[src/rtl/fft_pkg.sv]
`default_nettype none
// +----------------------------------------------------------------------+
// | fft_pkg                                                              |
// | Shared types and constants for the radix-2 DIT FFT control slice.    |
// | Revision: 1.0                                                        |
// +----------------------------------------------------------------------+
package fft_pkg;

  localparam int CPLX_W    = 32;  // {re[15:0], im[15:0]}
  localparam int FRAC_BITS = 10;

  typedef enum logic [1:0] {
    IDLE  = 2'd0,
    ISSUE = 2'd1,
    DRAIN = 2'd2,
    DONE  = 2'd3
  } fft_state_e;

  function automatic int clog2(input int value);
    int result;
    result = 0;
    for (int v = value - 1; v > 0; v = v >> 1) begin
      result++;
    end
    return result;
  endfunction

endpackage
`default_nettype wire

[src/rtl/fft_addr_gen.sv]
`default_nettype none
// +----------------------------------------------------------------------+
// | fft_addr_gen                                                         |
// | Maps (stage, butterfly) to operand pair and twiddle index.           |
// | Revision: 1.0                                                        |
// +----------------------------------------------------------------------+
module fft_addr_gen
  import fft_pkg::*;
#(
  parameter int  N_LOG2  = 3,
  localparam int STAGE_W = (clog2(N_LOG2 + 1) < 1) ? 1 : clog2(N_LOG2 + 1),
  localparam int K_W     = (N_LOG2 > 1) ? N_LOG2 - 1 : 1,
  localparam int TW_W    = K_W
) (
  input  logic [STAGE_W-1:0] stage,
  input  logic [K_W-1:0]     k,
  output logic [N_LOG2-1:0]  rd_addr_a,
  output logic [N_LOG2-1:0]  rd_addr_b,
  output logic [TW_W-1:0]    tw_addr
);

  logic [N_LOG2-1:0]  k_ext;
  logic [N_LOG2-1:0]  half;
  logic [N_LOG2-1:0]  low;
  logic [TW_W-1:0]    tw_low;
  logic [STAGE_W-1:0] tw_shift;

  always_comb begin
    k_ext     = N_LOG2'(k);
    half      = N_LOG2'(1) << stage;
    low       = k_ext & (half - N_LOG2'(1));
    // Insert a zero at bit position s to split k into group and offset
    rd_addr_a = ((k_ext >> stage) << (stage + STAGE_W'(1))) | low;
    rd_addr_b = rd_addr_a + half;
    tw_shift  = STAGE_W'(N_LOG2 - 1) - stage;
    tw_low    = TW_W'(low);
    tw_addr   = tw_low << tw_shift;
  end

endmodule
`default_nettype wire

[src/rtl/fft_stage_sequencer.sv]
`default_nettype none
// +----------------------------------------------------------------------+
// | fft_stage_sequencer                                                  |
// | Stage/butterfly sequencer with write-back delay line for in-place    |
// | radix-2 DIT FFT. Optional FFT_INVERSE_EN adds inverse / tw_conj.     |
// | Revision: 1.0                                                        |
// +----------------------------------------------------------------------+
module fft_stage_sequencer
  import fft_pkg::*;
#(
  parameter int  N_LOG2      = 3,
  parameter int  MAU_LATENCY = 2,
  localparam int STAGE_W     = (clog2(N_LOG2 + 1) < 1) ? 1 : clog2(N_LOG2 + 1),
  localparam int K_W         = (N_LOG2 > 1) ? N_LOG2 - 1 : 1,
  localparam int TW_W        = K_W
) (
  input  logic               Clk,
  input  logic               Rst,
  input  logic               start,
  output logic               busy,
  output logic               done,
  output logic               rd_en,
  output logic [N_LOG2-1:0]  rd_addr_a,
  output logic [N_LOG2-1:0]  rd_addr_b,
  output logic [TW_W-1:0]    tw_addr,
  output logic               mau_valid,
  output logic               wr_en,
  output logic [N_LOG2-1:0]  wr_addr_a,
  output logic [N_LOG2-1:0]  wr_addr_b,
  output logic [STAGE_W-1:0] stage
`ifdef FFT_INVERSE_EN
  ,
  input  logic               inverse,
  output logic               tw_conj
`endif
);

  localparam int DLY   = 1 + MAU_LATENCY;
  localparam int ENT_W = 2 * N_LOG2 + 1;
  localparam int CNT_W = (clog2(DLY) < 1) ? 1 : clog2(DLY);

  localparam logic [K_W-1:0]     K_LAST     = K_W'((1 << (N_LOG2 - 1)) - 1);
  localparam logic [CNT_W-1:0]   CNT_LAST   = CNT_W'(MAU_LATENCY);
  localparam logic [STAGE_W-1:0] STAGE_LAST = STAGE_W'(N_LOG2 - 1);

  fft_state_e         state_q, state_d;
  logic [STAGE_W-1:0] stage_q, stage_d;
  logic [K_W-1:0]     k_q, k_d;
  logic [CNT_W-1:0]   cnt_q, cnt_d;
  logic               busy_q, busy_d;
  logic               done_q, done_d;
  logic               rd_en_q, rd_en_d;
  logic [N_LOG2-1:0]  rd_addr_a_q, rd_addr_a_d;
  logic [N_LOG2-1:0]  rd_addr_b_q, rd_addr_b_d;
  logic [TW_W-1:0]    tw_addr_q, tw_addr_d;
  logic [DLY-1:0][ENT_W-1:0] dly_q, dly_d;
`ifdef FFT_INVERSE_EN
  logic               tw_conj_q, tw_conj_d;
`endif

  // Addresses are generated for the butterfly about to be registered
  fft_addr_gen #(
    .N_LOG2 (N_LOG2)
  ) u_addr_gen (
    .stage     (stage_d),
    .k         (k_d),
    .rd_addr_a (rd_addr_a_d),
    .rd_addr_b (rd_addr_b_d),
    .tw_addr   (tw_addr_d)
  );

  always_comb begin
    state_d = state_q;
    stage_d = stage_q;
    k_d     = k_q;
    cnt_d   = cnt_q;
    busy_d  = busy_q;
    done_d  = 1'b0;
    rd_en_d = 1'b0;
`ifdef FFT_INVERSE_EN
    tw_conj_d = tw_conj_q;
`endif
    case (state_q)
      IDLE: begin
        if (start) begin
          state_d = ISSUE;
          stage_d = '0;
          k_d     = '0;
          busy_d  = 1'b1;
          rd_en_d = 1'b1;
`ifdef FFT_INVERSE_EN
          tw_conj_d = inverse;
`endif
        end
      end
      ISSUE: begin
        if (k_q == K_LAST) begin
          state_d = DRAIN;
          cnt_d   = '0;
        end else begin
          k_d     = k_q + K_W'(1);
          rd_en_d = 1'b1;
        end
      end
      DRAIN: begin
        // Hold off the next stage until its last write-back has landed
        if (cnt_q == CNT_LAST) begin
          if (stage_q == STAGE_LAST) begin
            state_d = DONE;
            done_d  = 1'b1;
          end else begin
            state_d = ISSUE;
            stage_d = stage_q + STAGE_W'(1);
            k_d     = '0;
            rd_en_d = 1'b1;
          end
        end else begin
          cnt_d = cnt_q + CNT_W'(1);
        end
      end
      DONE: begin
        state_d = IDLE;
        busy_d  = 1'b0;
      end
      default: state_d = IDLE;
    endcase

    dly_d[0] = {rd_en_q, rd_addr_a_q, rd_addr_b_q};
    for (int i = 1; i < DLY; i++) begin
      dly_d[i] = dly_q[i-1];
    end
  end

  always_ff @(posedge Clk) begin
    if (Rst) begin
      state_q     <= IDLE;
      stage_q     <= '0;
      k_q         <= '0;
      cnt_q       <= '0;
      busy_q      <= 1'b0;
      done_q      <= 1'b0;
      rd_en_q     <= 1'b0;
      rd_addr_a_q <= '0;
      rd_addr_b_q <= '0;
      tw_addr_q   <= '0;
      dly_q       <= '0;
`ifdef FFT_INVERSE_EN
      tw_conj_q   <= 1'b0;
`endif
    end else begin
      state_q     <= state_d;
      stage_q     <= stage_d;
      k_q         <= k_d;
      cnt_q       <= cnt_d;
      busy_q      <= busy_d;
      done_q      <= done_d;
      rd_en_q     <= rd_en_d;
      rd_addr_a_q <= rd_addr_a_d;
      rd_addr_b_q <= rd_addr_b_d;
      tw_addr_q   <= tw_addr_d;
      dly_q       <= dly_d;
`ifdef FFT_INVERSE_EN
      tw_conj_q   <= tw_conj_d;
`endif
    end
  end

  assign busy      = busy_q;
  assign done      = done_q;
  assign rd_en     = rd_en_q;
  assign rd_addr_a = rd_addr_a_q;
  assign rd_addr_b = rd_addr_b_q;
  assign tw_addr   = tw_addr_q;
  assign stage     = stage_q;
  assign mau_valid = dly_q[0][ENT_W-1];
  assign wr_en     = dly_q[DLY-1][ENT_W-1];
  assign wr_addr_a = dly_q[DLY-1][2*N_LOG2-1:N_LOG2];
  assign wr_addr_b = dly_q[DLY-1][N_LOG2-1:0];
`ifdef FFT_INVERSE_EN
  assign tw_conj   = tw_conj_q;
`endif

endmodule
`default_nettype wire

[config.mk]
export PLATFORM = sky130hd
export DESIGN_NAME = fft_stage_sequencer
export DESIGN_NICKNAME = d
export VERILOG_FILES = /design/src/rtl/fft_pkg.sv /design/src/rtl/fft_addr_gen.sv /design/src/rtl/fft_stage_sequencer.sv
export SDC_FILE = /design/constraint.sdc
export NUM_CORES = 1
export LEC_CHECK = 0
export CAP_MARGIN = 20
export CORE_MARGIN = 2
export CORE_UTILIZATION = 60
export CTS_BUF_LIST = sky130_fd_sc_hd__clkbuf_8 sky130_fd_sc_hd__clkbuf_16
export CTS_CLUSTER_SIZE = 20
export DETAILED_ROUTE_END_ITERATION = 10
export DONT_BUFFER_PORTS = 1
export PLACE_DENSITY = 0.76
export RECOVER_POWER = 25
export SLEW_MARGIN = 15
export SYNTH_ARGS = -nofsm -noshare
export SYNTH_HDL_FRONTEND = slang
export SYNTH_SLANG_ARGS = --single-unit
[constraint.sdc]
create_clock -name Clk -period 5.8 [get_ports Clk]
set_input_delay 1.16 -clock Clk [delete_from_list [all_inputs] [get_ports Clk]]
set_output_delay 1.16 -clock Clk [all_outputs]
set_load 0.1 [all_outputs]
Word level (Yosys, flattened, before mapping) --
Cells that the tools add are included.
Word-level totals: word-level logic and storage cells 70, flip-flop bits (word level) 40, output and inout bits 21
Operators by class: muxes and demuxes 25, add/subtract/negate cells 7, equal/unequal tests 10, bitwise logic cells 4, reductions and logical operators 7, shift operators 4
Operator list (number):
- two-way mux 2 bit | 13
- == test 2 bit, second input constant | 5
- adder 2 x 1 -> 2 bit, second input constant | 4
- inequality test 2 bit, second input constant | 4
- one-hot mux 2 bit (2 select lines) | 2
- one-hot mux 2 bit (4 select lines) | 1
- two-way mux 1 bit | 6
- one-hot mux 2 bit (3 select lines) | 1
- AND reduction 3 bit | 2
- nonzero test 2 bit | 2
- adder 3 bit | 1
- bitwise AND 2 x 3 -> 3 bit | 1
- bitwise OR 3 bit | 1
- one-hot mux 1 bit (3 select lines) | 1
- OR reduction 3 bit | 1
- left shift 1 x 2 -> 3 bit, first input constant | 1
- left shift 3 x 2 -> 3 bit | 1
- >> shifter 2 x 2 -> 3 bit | 1
- subtractor 3 x 1 -> 3 bit, second input constant | 1
- == test 2 x 1 -> 1 bit, second input constant | 1
- logical NOT 2 bit | 1
- inverter 1 bit | 2
- one-hot mux 1 bit (2 select lines) | 1
- AND reduction 2 bit | 1
- 2 further kinds | 2

Depth between registers and ports, before layout --
Gate-level depths: netlist of run 1.
word-level depth 9, gate-level depth with buffers 10, mapped depth without buffers 10

Cells and area by module --
From an unflattened synthesis of run 1, not the netlist that was laid out.
Second synthesis, totals: cell total of the unflattened synthesis 160, area total of the unflattened synthesis 1585.3 sq um
By module, submodules not included:
- fft_stage_sequencer | area an instance 1387.6 sq um, cells each 136, times used 1
- fft_addr_gen | area an instance 197.7 sq um, cells each 24, times used 1

Worst setup path after synthesis of run 1 --
Ideal clock, no wire load.
path type register to register, start register stage_q[0], in the netlist stage[0], end register rd_addr_b_q[1], in the netlist rd_addr_b[1], arrival time 3.323 ns, library setup time 0.123 ns, slack 2.354 ns, clock period less this slack 3.446 ns, stages on the path, launching flop included 9, cell sequence dfxtp_1 -> inv_1 -> ha_1 -> and2_1 -> a221oi_4 -> ha_1 -> or4b_4 -> mux2i_1 -> mux2_1
On the way: cells in the longest elaborated chain, start to end 9
RTL lines:
- start: declaration | line fft_stage_sequencer.sv:47 | logic [STAGE_W-1:0] stage_q, stage_d;
- start signal: assignment | line fft_stage_sequencer.sv:152 | stage_q <= stage_d;
- adder 2 x 1 -> 2 bit / == test 2 bit (equally long branches) | line fft_stage_sequencer.sv:113, fft_stage_sequencer.sv:108
- two-way mux 2 bit | line fft_stage_sequencer.sv:108 | if (stage_q == STAGE_LAST) begin
- two-way mux 2 bit | line fft_stage_sequencer.sv:107 | if (cnt_q == CNT_LAST) begin
- one-hot mux 2 bit (2 select lines) | line fft_stage_sequencer.sv:83 | case (state_q)
- left shift 1 x 2 -> 3 bit | line fft_addr_gen.sv:30 | half = N_LOG2'(1) << stage;
- subtractor 3 x 1 -> 3 bit | line fft_addr_gen.sv:31 | low = k_ext & (half - N_LOG2'(1));
- bitwise AND 2 x 3 -> 3 bit | line fft_addr_gen.sv:31
- bitwise OR 3 bit | line fft_addr_gen.sv:33 | rd_addr_a = ((k_ext >> stage) << (stage + STAGE_W'(1))) | low;
- adder 3 bit (*) | line fft_addr_gen.sv:34 | rd_addr_b = rd_addr_a + half;
- end signal: assignment | line fft_stage_sequencer.sv:159 | rd_addr_b_q <= rd_addr_b_d;
- end: declaration | line fft_stage_sequencer.sv:54 | logic [N_LOG2-1:0] rd_addr_b_q, rd_addr_b_d;
Every way passes the cells marked *; elsewhere a longest branch is shown, timed or not. A chain may end at the register's enable or synchronous reset.

Final worst setup path of run 1 --
Same ends and word-level chain as after synthesis.

==> results of run 1 <==
## cell usage after synthesis (all sizes together), types with 2 or more instances
master	number
buf	6
a221oi	2
nand2b	5
a21oi	8
nor2b	28
and3b	2
clkbuf	6
nor3	4
nor2	12
ha	6
xnor2	2
dfxtp	40
a22oi	3
nand2	10
o21ai	4
inv	5
## cells in the final DEF, fill, tap and decap left out, drive strengths merged, types with 5 or more instances in the layout
master  synthesis  layout
ha              6       6
dfxtp          40      40
a21oi           8       8
inv             5       5
nor2           12      12
nor2b          28      28
nand2          10      10
clkbuf          6       5
nand2b          5       5
## layout make-up
cell class	count	area, µm²
Tap cell	30	37.5
Fill cell	196	847
Sequential cell	40	801
Clock buffer	5	68.8
Multi-Input combinational cell	101	663
Clock inverter	3	18.8
Inverter	5	18.8
## power by group
group / switching [mW] / total [mW] / internal (mW)
sequential: 0.0364 / 0.319 / 0.283
clock: 0.0911 / 0.175 / 0.0836
combinational: 0.00793 / 0.0176 / 0.00964
## worst max path at each step
stage | end | slack, ps
after global routing | rd_addr_b[1] | 1960
after global placement | rd_addr_b[1] | 2260
after floorplan | rd_addr_b[1] | 2350
after CTS | rd_addr_b[1] | 2090
after detailed placement | rd_addr_b[1] | 2110
final | rd_addr_b[1] | 2060
## registers in the layout (all words and copies together) (netlist names)
name,cells
rd_addr_b,3
mau_valid,1
tw_addr,2
state_q,2
stage,2
wr_addr_a,3
wr_en,1
dly_d,13
rd_en,1
busy,1
cnt_q,2
done,1
rd_addr_a,3
k_q,2
wr_addr_b,3
## routing by layer
metal,track usage [%],part of all wire [%]
met3,9.02,6.5
met1,22.3,45
met4,10.4,1.6
met2,27.4,47
met5,0,0
## logic make-up (layout without fill, tap and decap cells)
group                    after synthesis  after routing
AO/OA/AOI/OAI                         24             24
XOR/XNOR                               2              2
buffers and inverters                 17             13
flip-flops                            40             40
AND/OR/NAND/NOR                       67             67
adder cells (fa/ha/maj)                6              6
multiplexers                           2              2
## worst reg2reg max path: stages, from the launching register on
cell and delay, ps:
dfxtp_1 1040, inv_1 170, ha_1 350, a22o_1 180, a22oi_1 380, ha_1 390, or4b_4 580, mux2i_1 190
mux2_1 350
==> out/qor.yml, run 1 <==
setup_path:
  worst_setup_path_startpoint: "stage[0]"
  crit_family: "flip-flops"
  crit_type: "register to register"
  start_kind: "register"
  cpMostUsedCell: "ha_1"
  worstSetupEndpointType: "register"
  reg2reg_from: "stage[0]"
  slowest_delay_ps: 1040
  critPathSlowestCell: "dfxtp_1"
  critical_path_buf_inv_count: 1
  r2r_slack_ps: 2060
  arrival_ps: 3910
  cp_data_required_time_ps: 5970
  cp_max_fo: 6
  r2r_cells: 8
  r2r-end: "rd_addr_b[1]"
  worst-path-stages: 8
  cp_cell_sequence: "inv_1 > ha_1 > a22o_1 > a22oi_1 > ha_1 > or4b_4 > mux2i_1 > mux2_1"
layout:
  n_antenna_cell: 0
  final_core_util_pct: 65.5
  final_area_um2: 1610
  areaGrowthSynthToFinish_pct: 3.71
  drive_gt1_share_pct: 8.44
  final_cells: 184
  fin_nets: 162
routing:
  dr.pass1.iters: 5
  first_iter_violations: 19
  ant_nets: 0
  remaining_drc_errors: 0
  vias: 1001
  routed_wl_mm: 2.37
  routedWlPerCell_um: 12.9
  viasPerCell: 5.44
synth:
  synth_top_family_by_area: "simple AND/OR/NAND/NOR gates"
  synth_mux_area_share_pct: 1.37
  ys.warnings.count: 0
  synth.ff_latch_count: 40
  synthAdderAreaFrac_pct: 4.84
  ys.flop_type: "dfxtp_1"
  async_flop_share_pct: 0
  synth-edff-count: 0
  avgSynthCellArea_um2: 9.81
  yosys.area.top_type: "dfxtp_1"
  synth-simple-area-share_pct: 24.1
  synth.top_cell.area_share_pct: 51.7
  synth_nets: 167
  ys_top_cells_by_area: "dfxtp_1 (52%), nor2b_1 (11%), ha_1 (4.8%), buf_4 (2.9%), nor2_1 (2.9%)"
  syn_area_um2: 1550
  ys_types: 33
  netlist_instances: 158
  yosys.area_share.xor_xnor_pct: 1.13
  ys_seq_area_share_pct: 51.7
  synth_compound_gate_area_share_pct: 11.4
clock_network:
  cts_tree: "built"
  cts_setup_buffers: 0
  clock_latency_ps: 290
  clock_path_buffers: 2
  htree_num_levels: 2
  clockRootBuffer: "clkbuf_8"
  path_clk_slew_ps: 70
  cts_inserted_buffers: 5
  ctsHoldBuffers: 0
  cts_sinks: 40
  cts_resized: 0
place:
  dpl_cell_area_um2: 1520
  pre_cts_ws_ps: 2110
  placed_cells: 176
  post-dp-hpwl_mm: 1.60
  gp_congestion: 0.764
  numPortBuffers: 0
timing:
  slew_headroom_pct: 27.7
  fin_crit_sh_pct: 64.5
  setup_violations: 0
  setup_ws_ps: 2060
  slew_violations: 0
  hold_ws_ps: 436
  hold_violations: 0
  fin_skew_ps: 2.55
  worst_pin_slew_ps: 1080
  rsz0062_at_grt: "no"
  fin_tns_setup_ps: 0
  fin_crit_ps: 3740
  clock.fmax_mhz: 267
global_route:
  grt_first_pass_wirelength_mm: 3.78
  grt_start_max_net_pins: 42
  grt_pass1_vias: 868
  track_usage_pct: 18.7
  globalRouteOverflowTotal: 0
  antenna_found_initial: 0
die:
  io-pin-count: 24
  core_um2: 2450
  initial_core_util_pct: 63.1
  dieArea_um2: 3010
  rows: 18
  fp.dieH_um: 54.8
  die_width_um: 54.8
pwr:
  p_total_mw: 0.511
  irDropWorstVdd_mv: 0.275
  p_leak_nw: 0.614
  power_density_nw_per_um2: 318
hold_path:
  hold_path.class: "register to register"
  whs_endpoint: "dly_d[14]"
  hold_start: "dly_d[7]"
  hold_depth: 1
run:
  maxCapViolations: 0
status:
  status: "finished, final reports clean"
No activity file was read; power rests on OpenSTA's default activity.
==> inputs of run 2 (changes only) <==
- clock period: 5.8 -> 3.5 ns (I/O delays scaled with it)
==> run 2 against run 1 <==
Effect of this change: non-clock buffer count grew 2; cell area grew 2.2%; total power grew 79%; sequential share of layout area shrank 1.1 points; die area is the same; sequential cell count is the same; worst setup slack lost 1600 ps; largest power group unchanged; final cell count grew 1.1%; count of clock-buffer cells in the layout is the same; critical endpoint unchanged.
==> out/qor.yml, run 2 (synthesized netlist as in run 1, its figures left out) <==
timing:
  fin_tns_setup_ps: 0  # unchanged
  hold_violations: 0  # unchanged
  slew_violations: 0  # unchanged
  fin_crit_sh_pct: 88.3  # +24 points
  clock.fmax_mhz: 324  # +21%
  setup_violations: 0  # unchanged
  worst_pin_slew_ps: 979  # -104 ps
  rsz0062_at_grt: "no"
  setup_ws_ps: 410  # -1650 ps
  slew_headroom_pct: 34.6  # +6.9 points
  fin_skew_ps: 2.03  # -0.520 ps
  hold_ws_ps: 436  # -0.0750 ps
  fin_crit_ps: 3090  # -651 ps
status:
  status: "finished, final reports clean"
routing:
  routed_wl_mm: 2.49  # +5.1%
  routedWlPerCell_um: 13.4  # +3.9%
  viasPerCell: 5.46  # +0.31%
  dr.pass1.iters: 4  # -1
  first_iter_violations: 35  # +16
  vias: 1015  # +1.4%
  ant_nets: 0  # unchanged
  remaining_drc_errors: 0  # unchanged
hold_path:
  hold_depth: 1  # unchanged
  hold_start: "dly_d[15]"
  whs_endpoint: "wr_addr_b[1]"
  hold_path.class: "register to register"
clock_network:
  clockRootBuffer: "clkbuf_8"
  path_clk_slew_ps: 70  # about the same
  htree_num_levels: 2  # unchanged
  cts_resized: 0  # unchanged
  cts_inserted_buffers: 5  # unchanged
  clock_path_buffers: 2  # unchanged
  cts_setup_buffers: 0  # unchanged
  cts_sinks: 40  # unchanged
  cts_tree: "built"
  clock_latency_ps: 280  # about the same
  ctsHoldBuffers: 0  # unchanged
place:
  gp_congestion: 0.861  # +13%
  post-dp-hpwl_mm: 1.64  # +2.9%
  numPortBuffers: 0  # unchanged
  pre_cts_ws_ps: 518  # -1590 ps
  dpl_cell_area_um2: 1540  # +0.99%
setup_path:
  cpMostUsedCell: "ha_1"
  slowest_delay_ps: 580  # -460 ps
  crit_type: "register to register"
  critPathSlowestCell: "or4b_4"
  cp_data_required_time_ps: 3670  # -2300 ps
  arrival_ps: 3260  # -650 ps
  r2r_slack_ps: 410  # -1650 ps
  reg2reg_from: "cnt_q[0]"
  worstSetupEndpointType: "register"
  cp_cell_sequence: "inv_1 > ha_1 > nor2b_1 > a22o_1 > a22oi_1 > ha_1 > or4b_4 > mux2i_1 > mux2_1"
  r2r_cells: 9  # +1
  start_kind: "register"
  cp_max_fo: 6  # unchanged
  r2r-end: "rd_addr_b[1]"
layout:
  n_antenna_cell: 0  # unchanged
  final_common_cell: "dfxtp_1"
  final_area_um2: 1640  # +2.2%
  drive_gt1_share_pct: 8.97  # +0.53 points
  final_cell_mix: "dfxtp_1 (40), nor2b_1 (28), nor2_1 (12)"
  largest_reg_flops: 13  # unchanged
  areaGrowthSynthToFinish_pct: 5.97
  fin_nets: 164  # +1.2%
run:
  maxCapViolations: 0  # unchanged
pwr:
  p_leak_nw: 0.636  # +3.6%
  p_total_mw: 0.915  # +79%
  irDropWorstVdd_mv: 0.338  # +23%
  power_density_nw_per_um2: 557  # +75%
global_route:
  globalRouteOverflowTotal: 0  # unchanged
  track_usage_pct: 19.4  # +0.62 points
  grt_start_max_net_pins: 42  # unchanged
  antenna_found_initial: 0  # unchanged
  grt_first_pass_wirelength_mm: 3.94  # +4.2%
  grt_pass1_vias: 925  # +6.6%
die:
  die_width_um: 54.8  # unchanged
  initial_core_util_pct: 63.1  # unchanged
  fp.dieH_um: 54.8  # unchanged
  dieArea_um2: 3010  # unchanged
  io-pin-count: 24  # unchanged
  rows: 18  # unchanged
  core_um2: 2450  # unchanged
[run 2: cell type report]
| cell class | instances | area, µm² |
|---|---|---|
| tap | 30 | 37.5 |
| inverter | 5 | 18.8 |
| multi-input combinational | 101 | 663 |
| fill | 192 | 812 |
| sequential | 40 | 801 |
| timing repair buffer | 2 | 15.0 |
| clock inverter | 3 | 38.8 |
| clock buffer | 5 | 68.8 |
[run 2: power by group]
| part | switching [mW] | total (mW) | internal, mW |
|---|---|---|---|
| Clock | 0.149 | 0.357 | 0.208 |
| Combinational | 0.0134 | 0.0294 | 0.0160 |
| Sequential | 0.0604 | 0.529 | 0.468 |
| Total | 0.223 | 0.915 | 0.693 |
[run 2: through the flow]
step	cells	util (%)
global placement	178	62.5
finish	186	66.9
detailed placement	178	62.5
CTS	186	66.9
floorplan	158	-
global route	186	66.9
[run 2: critical path, delay by kind of cell (launching register included)]
| kind | cells | cell delay (ps) |
|---|---|---|
| flops | 1 | 360 |
| mux | 2 | 580 |
| fa+ha+maj | 2 | 640 |
| compound gates | 2 | 580 |
| buf+inv | 1 | 50 |
| simple gates | 2 | 780 |
[run 2: how the worst max path moves through the flow]
stage	from	cells after the start	slack (ps)	to
floorplan	stage[0]	8	50	rd_addr_b[1]
global placement	cnt_q[0]	9	650	rd_addr_b[1]
detailed placement	cnt_q[0]	9	520	rd_addr_b[1]
CTS	cnt_q[0]	9	430	rd_addr_b[1]
global route	cnt_q[0]	9	310	rd_addr_b[1]
finish	cnt_q[0]	9	410	rd_addr_b[1]
[run 2: per-layer routing]
metal	vias to the layer above	global-route usage (%)	routed length, µm
li1	508	-	-
met4	0	14.2	59
met5	-	0	0
met1	469	20.9	1130
met3	7	6.01	136
met2	31	31.5	1170
==> inputs of run 3 (changes only) <==
==> constraint.sdc (replaced) <==
create_clock -name Clk -period 3.5 [get_ports Clk]
set_input_delay 1.05 -clock Clk [delete_from_list [all_inputs] [get_ports Clk]]
set_output_delay 1.05 -clock Clk [all_outputs]
set_load 0.1 [all_outputs]
==> run 3 against run 2 <==
Effect of this change: sequential power hardly changed; clock skew is 5.5 ps higher; hold slack improved by 0.84 ps; worst setup slack better by 290 ps; sequential share of layout area is 0.44 points lower; core utilization increased by 0.61 points; final cell count grew 1.1%; routed wire length down 9.3%; global-route usage down 0.87 points; cell area increased by 0.91%.
==> out/qor.yml, run 3 (synthesized netlist as in run 1, its figures left out) <==
timing:
  setup_violations: 0  # unchanged
  slew_headroom_pct: 35.0  # +0.36 points
  rsz0062_at_grt: "no"
  fin_crit_sh_pct: 80.0  # -8.2 points
  clock.fmax_mhz: 357  # +10%
  worst_pin_slew_ps: 974  # -5.42 ps
  setup_ws_ps: 699  # +289 ps
  fin_tns_setup_ps: 0  # unchanged
  fin_skew_ps: 7.52  # +5.49 ps
  hold_violations: 0  # unchanged
  slew_violations: 0  # unchanged
  fin_crit_ps: 2800  # -289 ps
  hold_ws_ps: 437  # +0.838 ps
clock_network:
  clock_latency_ps: 290  # about the same
  cts_inserted_buffers: 5  # unchanged
  clockRootBuffer: "clkbuf_8"
  path_clk_slew_ps: 70  # about the same
  htree_num_levels: 2  # unchanged
  cts_sinks: 40  # unchanged
  ctsHoldBuffers: 0  # unchanged
  cts_resized: 0  # unchanged
  clock_path_buffers: 2  # unchanged
  cts_setup_buffers: 0  # unchanged
  cts_tree: "built"
pwr:
  power_density_nw_per_um2: 550  # -1.3%
  irDropWorstVdd_mv: 0.431  # +28%
  p_leak_nw: 0.645  # +1.3%
die:
  core_um2: 2450  # unchanged
  dieArea_um2: 3010  # unchanged
  fp.dieH_um: 54.8  # unchanged
  initial_core_util_pct: 63.1  # unchanged
  die_width_um: 54.8  # unchanged
  rows: 18  # unchanged
  io-pin-count: 24  # unchanged
global_route:
  track_usage_pct: 18.5  # -0.87 points
  grt_pass1_vias: 893  # -3.5%
  antenna_found_initial: 0  # unchanged
  grt_start_max_net_pins: 42  # unchanged
  grt_first_pass_wirelength_mm: 3.72  # -5.6%
  globalRouteOverflowTotal: 0  # unchanged
layout:
  drive_gt1_share_pct: 10.1  # +1.2 points
  areaGrowthSynthToFinish_pct: 6.94
  largest_reg_flops: 13  # unchanged
  n_antenna_cell: 0  # unchanged
  fillCellCount: 185  # -3.6%
  fin_nets: 166  # +1.2%
  final_core_util_pct: 67.5  # +0.61 points
  final_cell_mix: "dfxtp_1 (40), nor2b_1 (28), nor2_1 (12)"
  final_common_cell: "dfxtp_1"
  final_cells: 188  # +1.1%
place:
  gp_congestion: 0.821  # -4.7%
  pre_cts_ws_ps: 520  # +1.59 ps
  placed_cells: 180  # +1.1%
  numPortBuffers: 0  # unchanged
  post-dp-hpwl_mm: 1.55  # -6.0%
routing:
  remaining_drc_errors: 0  # unchanged
  dr.pass1.iters: 4  # unchanged
  routed_wl_mm: 2.26  # -9.3%
  first_iter_violations: 21  # -40%
  ant_nets: 0  # unchanged
  routedWlPerCell_um: 12.0  # -10%
  viasPerCell: 5.37  # -1.6%
  vias: 1010  # -0.49%
setup_path:
  arrival_ps: 2970  # -290 ps
  cpMostUsedCell: "ha_1"
  worstSetupEndpointType: "register"
  crit_type: "register to register"
  crit_family: "simple AND/OR/NAND/NOR gates"
  cp_max_fo: 6  # unchanged
  start_kind: "register"
  cp_cell_sequence: "inv_1 > ha_1 > nor2b_1 > a22o_1 > a22oi_1 > ha_1 > or4b_4 > mux2i_1 > mux2_1"
  critPathSlowestCell: "or4b_4"
  cp_data_required_time_ps: 3670  # about the same
  slowest_delay_ps: 570  # about the same
  critical_path_buf_inv_count: 1  # unchanged
status:
  status: "finished, final reports clean"
hold_path:
  hold_path.class: "register to register"
run:
  maxCapViolations: 0  # unchanged
## run 3: path summary, 6_finish.rpt
check / slack (ps) / to / startpoint / cells after the start
setup / recovery: 700 / rd_addr_b[1] / cnt_q[0] / 9
setup reg to reg: 700 / rd_addr_b[1] / cnt_q[0] / 9
hold / removal: 440 / dly_d[18] / dly_d[11] / 1
hold reg to reg: 440 / dly_d[18] / dly_d[11] / 1
## run 3: worst reg2reg max path, stage by stage, from the launching register on
cell     delay (ps)
dfxtp_1         350
inv_1            50
ha_1            260
nor2b_1         190
a22o_1          230
a22oi_1         180
ha_1            330
or4b_4          570
mux2i_1         190
mux2_1          330
## run 3: area by class of cell
cell class / instances / area [µm²] / area share (%)
clock inverters: 3 / 38.8 / 2.34
inverters: 5 / 18.8 / 1.13
flip-flops and latches: 40 / 801 / 48.3
well taps: 30 / 37.5 / 2.26
multi-input cells: 101 / 663 / 40.0
repair buffers: 4 / 30.0 / 1.81
clock buffers: 5 / 68.8 / 4.15
## run 3: through the flow
stage	total power [mW]	area, µm²
after floorplan	0.572	1550
after detailed placement	0.567	1550
after CTS	0.919	1660
after global placement	0.566	1550
after global routing	0.940	1660
final	0.912	1660
## run 3: layer usage
layer	GRT usage (%)	wire length [µm]	up-vias
met3	10.1	180	9
met1	20.2	1010	455
li1	-	-	516
met2	27.6	1010	30
met5	0	0	-
met4	11.7	59	0
## run 3: power breakdown
part / internal [mW] / switching (mW)
sequential: 0.468 / 0.0602
clock: 0.208 / 0.146
combinational: 0.0160 / 0.0122
total: 0.693 / 0.219
